[config.mk]
export PLATFORM = sky130hd
export DESIGN_NAME = parallax_layers
export DESIGN_NICKNAME = d
export VERILOG_FILES = /design/src/rtl/parallax_pkg.sv /design/src/rtl/parallax_star_layer.sv /design/src/rtl/parallax_layers.sv
export SDC_FILE = /design/constraint.sdc
export NUM_CORES = 1
export LEC_CHECK = 0
export CAP_MARGIN = 0
export CELL_PAD_IN_SITES_DETAIL_PLACEMENT = 1
export CELL_PAD_IN_SITES_GLOBAL_PLACEMENT = 2
export CORE_ASPECT_RATIO = 0.8
export CORE_MARGIN = 2
export CORE_UTILIZATION = 28
export CTS_BUF_LIST = sky130_fd_sc_hd__clkbuf_2
export DETAILED_ROUTE_END_ITERATION = 6
export PLACE_DENSITY = 0.61
export SYNTH_ARGS = -nofsm -noshare
export SYNTH_HDL_FRONTEND = slang
export SYNTH_SLANG_ARGS = --single-unit
[constraint.sdc]
create_clock -name clk -period 2.73 [get_ports clk]
set_input_delay 0.546 -clock clk [delete_from_list [all_inputs] [get_ports clk]]
set_output_delay 0.546 -clock clk [all_outputs]
set_load 0.02 [all_outputs]
[src/rtl/parallax_pkg.sv]
// Shared constants and LFSR helpers for the parallax background generator.
package parallax_pkg;

    localparam logic [7:0] RIDGE0_TAPS    = 8'b10111000;
    localparam logic [6:0] RIDGE1_TAPS    = 7'b1100000;
    localparam logic [7:0] RIDGE0_SEED    = 8'h60;
    localparam logic [6:0] RIDGE1_SEED    = 7'h30;
    localparam logic [2:0] RIDGE0_RGB     = 3'b010;
    localparam logic [2:0] RIDGE1_RGB     = 3'b100;
    localparam logic [2:0] STAR_FORCE_RGB = 3'b111;

    // Maximal-length taps for a right-shifting Galois LFSR of the given width.
    function automatic logic [23:0] star_taps(input int unsigned w);
        case (w)
            16:      return 24'h00B400;
            17:      return 24'h012000;
            18:      return 24'h020400;
            19:      return 24'h072000;
            20:      return 24'h090000;
            21:      return 24'h140000;
            22:      return 24'h300000;
            23:      return 24'h420000;
            default: return 24'hE10000;
        endcase
    endfunction

    function automatic logic [23:0] lfsr_step(input logic [23:0] s, input logic [23:0] taps);
        return (s >> 1) ^ (s[0] ? taps : 24'd0);
    endfunction

    // Ridge height random walk, wrapping modulo 1024.
    function automatic logic [9:0] height_step(input logic [9:0] h, input logic up);
        return up ? h + 10'd1 : h - 10'd1;
    endfunction

endpackage

[src/rtl/parallax_star_layer.sv]
// One starfield layer: per-frame seed, pixel LFSR walking the raster at a
// 2^PITCH_LOG2 horizontal pitch, and the star hit/colour decode.
module parallax_star_layer
    import parallax_pkg::*;
#(
    parameter int unsigned LFSR_W     = 19,
    parameter int unsigned DENSITY    = 10,
    parameter int unsigned PITCH_LOG2 = 0
) (
    input  logic       clk,
    input  logic       reset_n,
    input  logic [9:0] hpos,
    input  logic       active,
    input  logic       vblank,
    input  logic       vblank_start,
    input  logic       scroll_en,
    input  logic [2:0] speed,
    output logic       hit,
    output logic [2:0] colour
);

    localparam logic [23:0] TAPS       = star_taps(LFSR_W);
    localparam logic [9:0]  PITCH_MASK = 10'((1 << PITCH_LOG2) - 1);

    logic [LFSR_W-1:0] seed_q, seed_d;
    logic [LFSR_W-1:0] pix_q, pix_d;
    logic [2:0]        cnt_q, cnt_d;
    logic              on_pitch;

    assign on_pitch = (hpos & PITCH_MASK) == 10'd0;

    always_comb begin
        seed_d = seed_q;
        cnt_d  = cnt_q;
        pix_d  = pix_q;
        if (vblank_start) begin
            cnt_d = scroll_en ? speed : 3'd0;
        end else if (cnt_q != 3'd0) begin
            seed_d = LFSR_W'(lfsr_step(24'(seed_q), TAPS));
            cnt_d  = cnt_q - 3'd1;
        end
        // Reloading every vblank cycle picks up the final seed once stepping ends.
        if (vblank) begin
            pix_d = seed_q;
        end else if (active && on_pitch) begin
            pix_d = LFSR_W'(lfsr_step(24'(pix_q), TAPS));
        end
    end

    always_ff @(posedge clk or negedge reset_n) begin
        if (!reset_n) begin
            seed_q <= '1;
            pix_q  <= '1;
            cnt_q  <= 3'd0;
        end else begin
            seed_q <= seed_d;
            pix_q  <= pix_d;
            cnt_q  <= cnt_d;
        end
    end

    assign hit    = active && on_pitch && (&pix_q[LFSR_W-1 -: DENSITY]);
    assign colour = (pix_q[2:0] == 3'd0) ? STAR_FORCE_RGB : pix_q[2:0];

endmodule

[src/rtl/parallax_layers.sv]
// Procedural scrolling background: NUM_LAYERS starfields over two random-walk
// mountain ridges, with per-layer programmable scroll speed.
module parallax_layers
    import parallax_pkg::*;
#(
    parameter int unsigned H_ACTIVE    = 640,
    parameter int unsigned V_ACTIVE    = 480,
    parameter int unsigned NUM_LAYERS  = 3,
    parameter int unsigned LFSR_W      = 19,
    parameter int unsigned DENSITY     = 10,
    parameter int unsigned RIDGE0_BASE = 400,
    parameter int unsigned RIDGE1_BASE = 380
) (
    input  logic                          clk,
    input  logic                          reset_n,
    input  logic [9:0]                    hpos,
    input  logic [9:0]                    vpos,
    input  logic                          display_on,
    input  logic                          scroll_en,
    input  logic [3*(NUM_LAYERS+2)-1:0]   speed,
    output logic [2:0]                    rgb
);

    localparam int unsigned R0_SPD = 3 * NUM_LAYERS;
    localparam int unsigned R1_SPD = 3 * NUM_LAYERS + 3;

    logic       active, vblank, vblank_start;
    logic [NUM_LAYERS-1:0] star_hit;
    logic [2:0] star_rgb [NUM_LAYERS];
    logic [2:0] pix_rgb, rgb_q, rgb_d;

    logic [7:0] r0_org_lfsr_q, r0_org_lfsr_d, r0_lfsr_q, r0_lfsr_d;
    logic [6:0] r1_org_lfsr_q, r1_org_lfsr_d, r1_lfsr_q, r1_lfsr_d;
    logic [9:0] r0_org_h_q, r0_org_h_d, r0_h_q, r0_h_d;
    logic [9:0] r1_org_h_q, r1_org_h_d, r1_h_q, r1_h_d;
    logic [2:0] r0_cnt_q, r0_cnt_d, r1_cnt_q, r1_cnt_d;

    // Qualify display_on with the active window so a loose sync source cannot paint overscan.
    assign active       = display_on && (hpos < 10'(H_ACTIVE)) && (vpos < 10'(V_ACTIVE));
    assign vblank       = vpos >= 10'(V_ACTIVE);
    assign vblank_start = (vpos == 10'(V_ACTIVE)) && (hpos == 10'd0);

    for (genvar i = 0; i < NUM_LAYERS; i++) begin : g_star
        parallax_star_layer #(
            .LFSR_W     (LFSR_W),
            .DENSITY    (DENSITY),
            .PITCH_LOG2 (i)
        ) u_star (
            .clk          (clk),
            .reset_n      (reset_n),
            .hpos         (hpos),
            .active       (active),
            .vblank       (vblank),
            .vblank_start (vblank_start),
            .scroll_en    (scroll_en),
            .speed        (speed[3*i +: 3]),
            .hit          (star_hit[i]),
            .colour       (star_rgb[i])
        );
    end

    always_comb begin
        r0_org_lfsr_d = r0_org_lfsr_q;
        r0_org_h_d    = r0_org_h_q;
        r0_cnt_d      = r0_cnt_q;
        r1_org_lfsr_d = r1_org_lfsr_q;
        r1_org_h_d    = r1_org_h_q;
        r1_cnt_d      = r1_cnt_q;
        if (vblank_start) begin
            r0_cnt_d = scroll_en ? speed[R0_SPD +: 3] : 3'd0;
            r1_cnt_d = scroll_en ? speed[R1_SPD +: 3] : 3'd0;
        end else begin
            if (r0_cnt_q != 3'd0) begin
                r0_org_h_d    = height_step(r0_org_h_q, r0_org_lfsr_q[0]);
                r0_org_lfsr_d = 8'(lfsr_step(24'(r0_org_lfsr_q), 24'(RIDGE0_TAPS)));
                r0_cnt_d      = r0_cnt_q - 3'd1;
            end
            if (r1_cnt_q != 3'd0) begin
                r1_org_h_d    = height_step(r1_org_h_q, r1_org_lfsr_q[0]);
                r1_org_lfsr_d = 7'(lfsr_step(24'(r1_org_lfsr_q), 24'(RIDGE1_TAPS)));
                r1_cnt_d      = r1_cnt_q - 3'd1;
            end
        end
    end

    always_comb begin
        r0_lfsr_d = r0_lfsr_q;
        r0_h_d    = r0_h_q;
        r1_lfsr_d = r1_lfsr_q;
        r1_h_d    = r1_h_q;
        if (!active) begin
            r0_lfsr_d = r0_org_lfsr_q;
            r0_h_d    = r0_org_h_q;
            r1_lfsr_d = r1_org_lfsr_q;
            r1_h_d    = r1_org_h_q;
        end else begin
            r0_h_d    = height_step(r0_h_q, r0_lfsr_q[0]);
            r0_lfsr_d = 8'(lfsr_step(24'(r0_lfsr_q), 24'(RIDGE0_TAPS)));
            r1_h_d    = height_step(r1_h_q, r1_lfsr_q[0]);
            // Ridge 1 walks at half horizontal rate for a smoother far skyline.
            if (!hpos[0]) begin
                r1_lfsr_d = 7'(lfsr_step(24'(r1_lfsr_q), 24'(RIDGE1_TAPS)));
            end
        end
    end

    always_comb begin
        pix_rgb = 3'd0;
        if (r1_h_q < vpos) pix_rgb = RIDGE1_RGB;
        if (r0_h_q < vpos) pix_rgb = RIDGE0_RGB;
        for (int i = int'(NUM_LAYERS) - 1; i >= 0; i--) begin
            if (star_hit[i]) pix_rgb = star_rgb[i];
        end
        rgb_d = active ? pix_rgb : 3'd0;
    end

    always_ff @(posedge clk or negedge reset_n) begin
        if (!reset_n) begin
            r0_org_lfsr_q <= RIDGE0_SEED;
            r0_org_h_q    <= 10'(RIDGE0_BASE);
            r0_cnt_q      <= 3'd0;
            r0_lfsr_q     <= RIDGE0_SEED;
            r0_h_q        <= 10'(RIDGE0_BASE);
            r1_org_lfsr_q <= RIDGE1_SEED;
            r1_org_h_q    <= 10'(RIDGE1_BASE);
            r1_cnt_q      <= 3'd0;
            r1_lfsr_q     <= RIDGE1_SEED;
            r1_h_q        <= 10'(RIDGE1_BASE);
            rgb_q         <= 3'd0;
        end else begin
            r0_org_lfsr_q <= r0_org_lfsr_d;
            r0_org_h_q    <= r0_org_h_d;
            r0_cnt_q      <= r0_cnt_d;
            r0_lfsr_q     <= r0_lfsr_d;
            r0_h_q        <= r0_h_d;
            r1_org_lfsr_q <= r1_org_lfsr_d;
            r1_org_h_q    <= r1_org_h_d;
            r1_cnt_q      <= r1_cnt_d;
            r1_lfsr_q     <= r1_lfsr_d;
            r1_h_q        <= r1_h_d;
            rgb_q         <= rgb_d;
        end
    end

    assign rgb = rgb_q;

endmodule

======== Word level (Yosys, flattened, before mapping) ========
Cells that the tools add are included.
storage, ports and cells
  register bits after elaboration ......... 202
  input port bits ......................... 39
  output and inout port bits .............. 3
operators by class
  add/subtract/negate cells ............... 13
  magnitude comparators ................... 5
  equal/unequal tests ..................... 2
  mux-type cells .......................... 49
  bitwise operators ....................... 11
  reduce and logical (&&, ||, !) cells .... 35
operators by type and width
  kind                                                                           number
  19-bit two-way mux                                                             12
  18-bit by 19-bit XOR with 19-bit output                                        6
  3-bit two-way mux                                                              24
  10-bit two-way mux                                                             6
  10-bit by 1-bit adder with 10-bit output, second input constant                4
  10-bit by 1-bit subtractor with 10-bit output, second input constant           4
  10-bit zero test                                                               3
  10-bit AND reduction                                                           3
  7-bit two-way mux                                                              4
  8-bit two-way mux                                                              3
  10-bit less-than comparator                                                    2
  2-bit nonzero test                                                             8
  7-bit by 8-bit XOR with 8-bit output                                           2
  3-bit nonzero test                                                             5
  3-bit by 1-bit subtractor with 3-bit output, second input constant             5
  6-bit by 7-bit XOR with 7-bit output                                           2
  10-bit by 9-bit == test with 1-bit output, second input constant               1
  10-bit by 9-bit >= comparator with 1-bit output, second input constant         1
  10-bit less-than comparator, second input constant                             1
  10-bit by 9-bit less-than comparator with 1-bit output, second input constant  1
  2-bit AND reduction                                                            5
  3-bit zero test                                                                3
  1-bit logical AND                                                              8
  2-bit inequality test, second input constant                                   1
  1-bit inverter                                                                 1

======== Logic depth before layout (Yosys ltp) ========
  word-level depth ........................ 9
  mapped depth ............................ 9
  depth with buffers taken out ............ 8

======== By module ========
From an unflattened synthesis, not the netlist that was laid out.
second synthesis, totals
  cells, all modules ...................... 1022
  area, all modules ....................... 11108.2 um2
modules (own cells, without submodules)
  module                                  times used  cells each  area each (um2)  seq. area each (um2)
  parallax_layers                         1           551         5165.0           2009.4
  parallax_star_layer (g_star[2].u_star)  1           158         1988.2           1073.5
  parallax_star_layer (g_star[1].u_star)  1           157         1983.2           1073.5
  parallax_star_layer (g_star[0].u_star)  1           156         1971.9           1073.5

======== Least setup slack after synthesis ========
Ideal clock, no wire load.
  path kind ............................... register to register
  start point ............................. register r1_org_lfsr_q[0]
  end point ............................... register r1_org_h_q[9]
  arrival time ............................ 2.431 ns
  data required time ...................... 2.650 ns
  setup slack ............................. 0.219 ns
  cell stages (with the launch flop) ...... 9
  cells stage by stage .................... dfrtp_1 inv_1 ha_1 and3_1 a2111oi_0 o21bai_1 a21oi_1 mux2i_1 xnor2_1
on the way
  cells in the longest elaborated chain, start to end .. 1
RTL lines
  what                      line                    text
  start: declaration        parallax_layers.sv:33   logic [6:0] r1_org_lfsr_q, r1_org_lfsr_d, r1_lfsr_q, r1_lfsr_d;
  start signal: assignment  parallax_layers.sv:136  r1_org_lfsr_q <= r1_org_lfsr_d;
  10-bit two-way mux        parallax_pkg.sv:33      return up ? h + 10'd1 : h - 10'd1;
  end signal: assignment    parallax_layers.sv:125  r1_org_h_q <= 10'(RIDGE1_BASE);
  end signal: assignment    parallax_layers.sv:137  r1_org_h_q <= r1_org_h_d;
  end: declaration          parallax_layers.sv:35   logic [9:0] r1_org_h_q, r1_org_h_d, r1_h_q, r1_h_d;
Every way passes these cells.
A chain may end at the register's enable or synchronous reset.

======== Worst setup path in the final report ========
  start point ............................. register rgb_q[2] (netlist: rgb[2])
  end point ............................... output rgb[2]
RTL lines
  what                      line                    text
  start: declaration        parallax_layers.sv:30   logic [2:0] pix_rgb, rgb_q, rgb_d;
  start signal: assignment  parallax_layers.sv:141  rgb_q <= rgb_d;
  end: declaration          parallax_layers.sv:21   output logic [2:0] rgb
No word-level cell between the ends.

==> results.cfg <==
[detailed_routing]
drt_iter0_drc = 258
drc = 0
vias = 7810
drtPass1Iterations = 4
wire_per_inst_um = 15.6
routed_wirelength_um = 26400
ant_nets = 0
vias_per_cell = 4.60

[run_status]
status = finished, final reports clean

[synth]
yosysWarningCount = 0
synth_compound_area_share_pct = 12.2
syn_area_per_cell_um2 = 10.3
netlist_area_mm2 = 0.0108
muxShareOfSynthArea_pct = 12.0
synth_seq_cells = 202
synthXorXnorAreaFrac_pct = 5.11
synth_fa_ha_area_share_pct = 7.70
syn_inst = 1047
synth_top_area_cell = dfstp_2
synth_flop_cell = dfstp_2
synth_top_area_share_pct = 34.1
synth_nets = 1150
synthSimpleGateAreaFrac_pct = 11.8
ys_seq_area_share_pct = 48.4
synth.distinct_cells = 54
synth_top_family_by_area = compound AO/OA/AOI/OAI gates
synth_edf_count = 0
netlist_top_cells_area = dfstp_2 34%, dfrtp_1 14%, ha_1 7.0%, mux2_2 6.7%, o21ai_0 6.3%
async_flop_share_pct = 100

[global_route]
busiest_layer = met2
grt.total_usage_pct = 13.7
grt_pass1_wl_um = 44500
grt_overflow = 0
use_met3_pct = 2.93
met1_usage_pct = 18.8
grt_pass1_vias = 8312
grt_max_degree = 70
grtUsageMet2_pct = 21.2
antenna_found_initial = 1

[timing]
fmax_mhz = 393
fin_setup_tns_ns = 0
slew_headroom_pct = 58.3
period_minus_slack_ns = 2.54
finalHoldViolations = 0
setup_viol = 0
hold-worst-slack_ns = 0.162
skew_ns = 0.155
max_slew.worst_pin.slew_ns = 0.626
rsz0062_at_grt = false
drv_slew = 0
fin_crit_sh_pct = 93.1

[die]
initial_core_util_pct = 28.3
die_w_um = 224
coreArea_mm2 = 0.0381
io_pins = 42
die_area_mm2 = 0.0402
die_y_um = 180
placement_rows = 64

[clock_tree]
clk_pin_slew_ns = 0.10
cts.sinks = 202
clockBufferDepth = 3
root_buffer = clkbuf_2
cts_tree = built
cts_max_level = 2
cts_buffers = 58
clk_latency_ns = 0.95
post-cts-setup-buffer-count = 0

[critical_path]
crit_arrival_ns = 2.00
worstSetupEndpoint = rgb[2]
r2r_start = r1_org_lfsr_q[0]$_DFFE_PN0P_
crit_type = reg -> out
worstSetupPathDepth = 1
max_stage_delay_ns = 0.65
cp_max_fo = 1
cp_cell_sequence = clkdlybuf4s50_1
regToRegEndpoint = r1_org_h_q[9]$_DFFE_PN0P_
rr_worst_depth = 9
endpoint_kind = output port
path_delay_family = buffers and inverters
startpoint = rgb[2]$_DFF_PN0_
required_ns = 2.18
critPathLaunchType = flip-flop
cp_slowest_cell = clkdlybuf4s50_1
path_buf_inv = 1
r2r_slack_ns = 0.19

[layout]
fill_cells = 4340
layout.cells.non_filler = 1696
multi_input_area_mm2 = 0.00528
drive_gt1_share_pct = 29.8
area_growth_pct = 18.3
nets = 1256
final_util_pct = 33.5
regArea_mm2 = 0.00523

[power_and_ir_drop]
powerDensity_mw_per_mm2 = 1250
cellLeakagePower_nw = 5.57
vdd_ir_drop_max_v = 0.000290

[place]
dp_hpwl_um = 18800
gp_congestion = 0.717
dp_cells = 1583
port_buffers = 41

[hold_path]
hold_path_class = in -> reg

[run]
maxCapViolations = 0
-- cell families (layout without fill, tap and decap cells) --
| family | after synthesis | count (layout) |
|---|---|---|
| compound gates | 227 | 227 |
| xor+xnor | 63 | 63 |
| fa+ha+maj | 64 | 64 |
| buf+inv | 80 | 233 |
| flops | 202 | 202 |
| mux | 121 | 121 |
| other cells | 0 | 1 |
| simple gates | 290 | 290 |
-- registers in the layout, summed over array words and instances, names as in the netlist --
name / count
g_star.u_star.pix_q: 57
g_star.u_star.seed_q: 57
r0_h_q: 10
r0_org_h_q: 10
r1_h_q: 10
r1_org_h_q: 10
g_star.u_star.cnt_q: 9
r0_lfsr_q: 8
r0_org_lfsr_q: 8
r1_lfsr_q: 7
r1_org_lfsr_q: 7
r0_cnt_q: 3
r1_cnt_q: 3
rgb: 3
-- Yosys cell counts (5+ instances only) --
library cell	instances
inv_1	29
xor2_1	19
buf_1	9
dfstp_2	140
a21o_1	16
xnor2_1	44
nor4_1	5
nand3_1	13
o21bai_1	10
o21ai_0	135
nand2_1	175
mux2i_1	57
nor2_1	46
nand4_1	10
clkbuf_1	36
dfrtp_1	62
a31oi_1	7
a21oi_1	35
mux2_2	64
ha_1	60
nor2b_1	6
and3_1	6
buf_2	6
nor3_1	8
-- final cells by class --
cell class | instances | area share, %
inverters | 29 | 0.852
repair buffers | 97 | 7.70
clock inverters | 20 | 0.882
well taps | 495 | 4.85
multi-input cells | 765 | 41.3
clock buffers | 87 | 3.41
diodes | 1 | 0.0196
flip-flops and latches | 202 | 41.0
-- worst min path at each step --
stage | start | to | depth (start not counted)
3_3_place_gp | r0_lfsr_q[2]$_DFF_PN0_ | r0_lfsr_q[1]$_DFF_PN0_ | 2
3_5_place_dp | r0_lfsr_q[2]$_DFF_PN0_ | r0_lfsr_q[1]$_DFF_PN0_ | 2
2_1_floorplan | reset_n | g_star[0].u_star.cnt_q[0]$_DFFE_PN0P_ | 0
5_1_grt | speed[2] | g_star[0].u_star.cnt_q[2]$_DFFE_PN0P_ | 3
6_report | speed[2] | g_star[0].u_star.cnt_q[2]$_DFFE_PN0P_ | 3
4_1_cts | speed[2] | g_star[0].u_star.cnt_q[2]$_DFFE_PN0P_ | 3
-- through the flow --
stage                     area (um^2)  power (mW)  setup slack [ns]
after floorplan                 10800        11.6             0.219
final                           12800        16.0             0.188
after CTS                       12800        16.4            0.0442
after global placement          12200        13.6            -0.446
after global routing            12800        17.8            0.0260
after detailed placement        12200        13.8            -0.422
-- worst register-to-register path: cells and delay by family, from the launching register on --
family / cells / cell delay [ns]
compound gates: 3 / 0.67
xor+xnor: 1 / 0.15
fa+ha+maj: 1 / 0.33
buf+inv: 2 / 0.45
flops: 1 / 0.44
mux: 1 / 0.24
simple gates: 1 / 0.20
-- repair_timing --
action | in CTS | in global routing
gates resized for setup | 1 | 1
setup endpoints to repair | 1 | 1
hold buffers | 5 | 0
endpoints found under the hold margin | 61 | 0
-- layer usage --
| layer | share of wire (%) | vias up | wire length, um |
|---|---|---|---|
| met5 | 0 | - | 0 |
| met4 | 2.2 | 0 | 578 |
| met3 | 3.3 | 48 | 874 |
| met2 | 44 | 94 | 11700 |
| met1 | 50 | 3768 | 13200 |
| li1 | - | 3900 | - |
-- cell usage in the layout (no fill, tap or decap), types with 39 or more instances in the layout --
cell type,netlist,final
mux2i_1,57,57
dfrtp_1,62,62
nand2_1,175,175
nor2_1,46,45
buf_4,0,40
mux2_2,64,64
clkdlybuf4s50_1,0,39
ha_1,60,60
clkbuf_2,0,87
xnor2_1,44,44
o21ai_0,135,135
dfstp_2,140,140
-- power breakdown --
group / internal (mW) / switching [mW] / total, mW
registers: 5.19 / 1.25 / 6.43
logic: 3.67 / 3.58 / 7.24
clock network: 0.959 / 1.39 / 2.35
(Power assumes the default switching activity.)
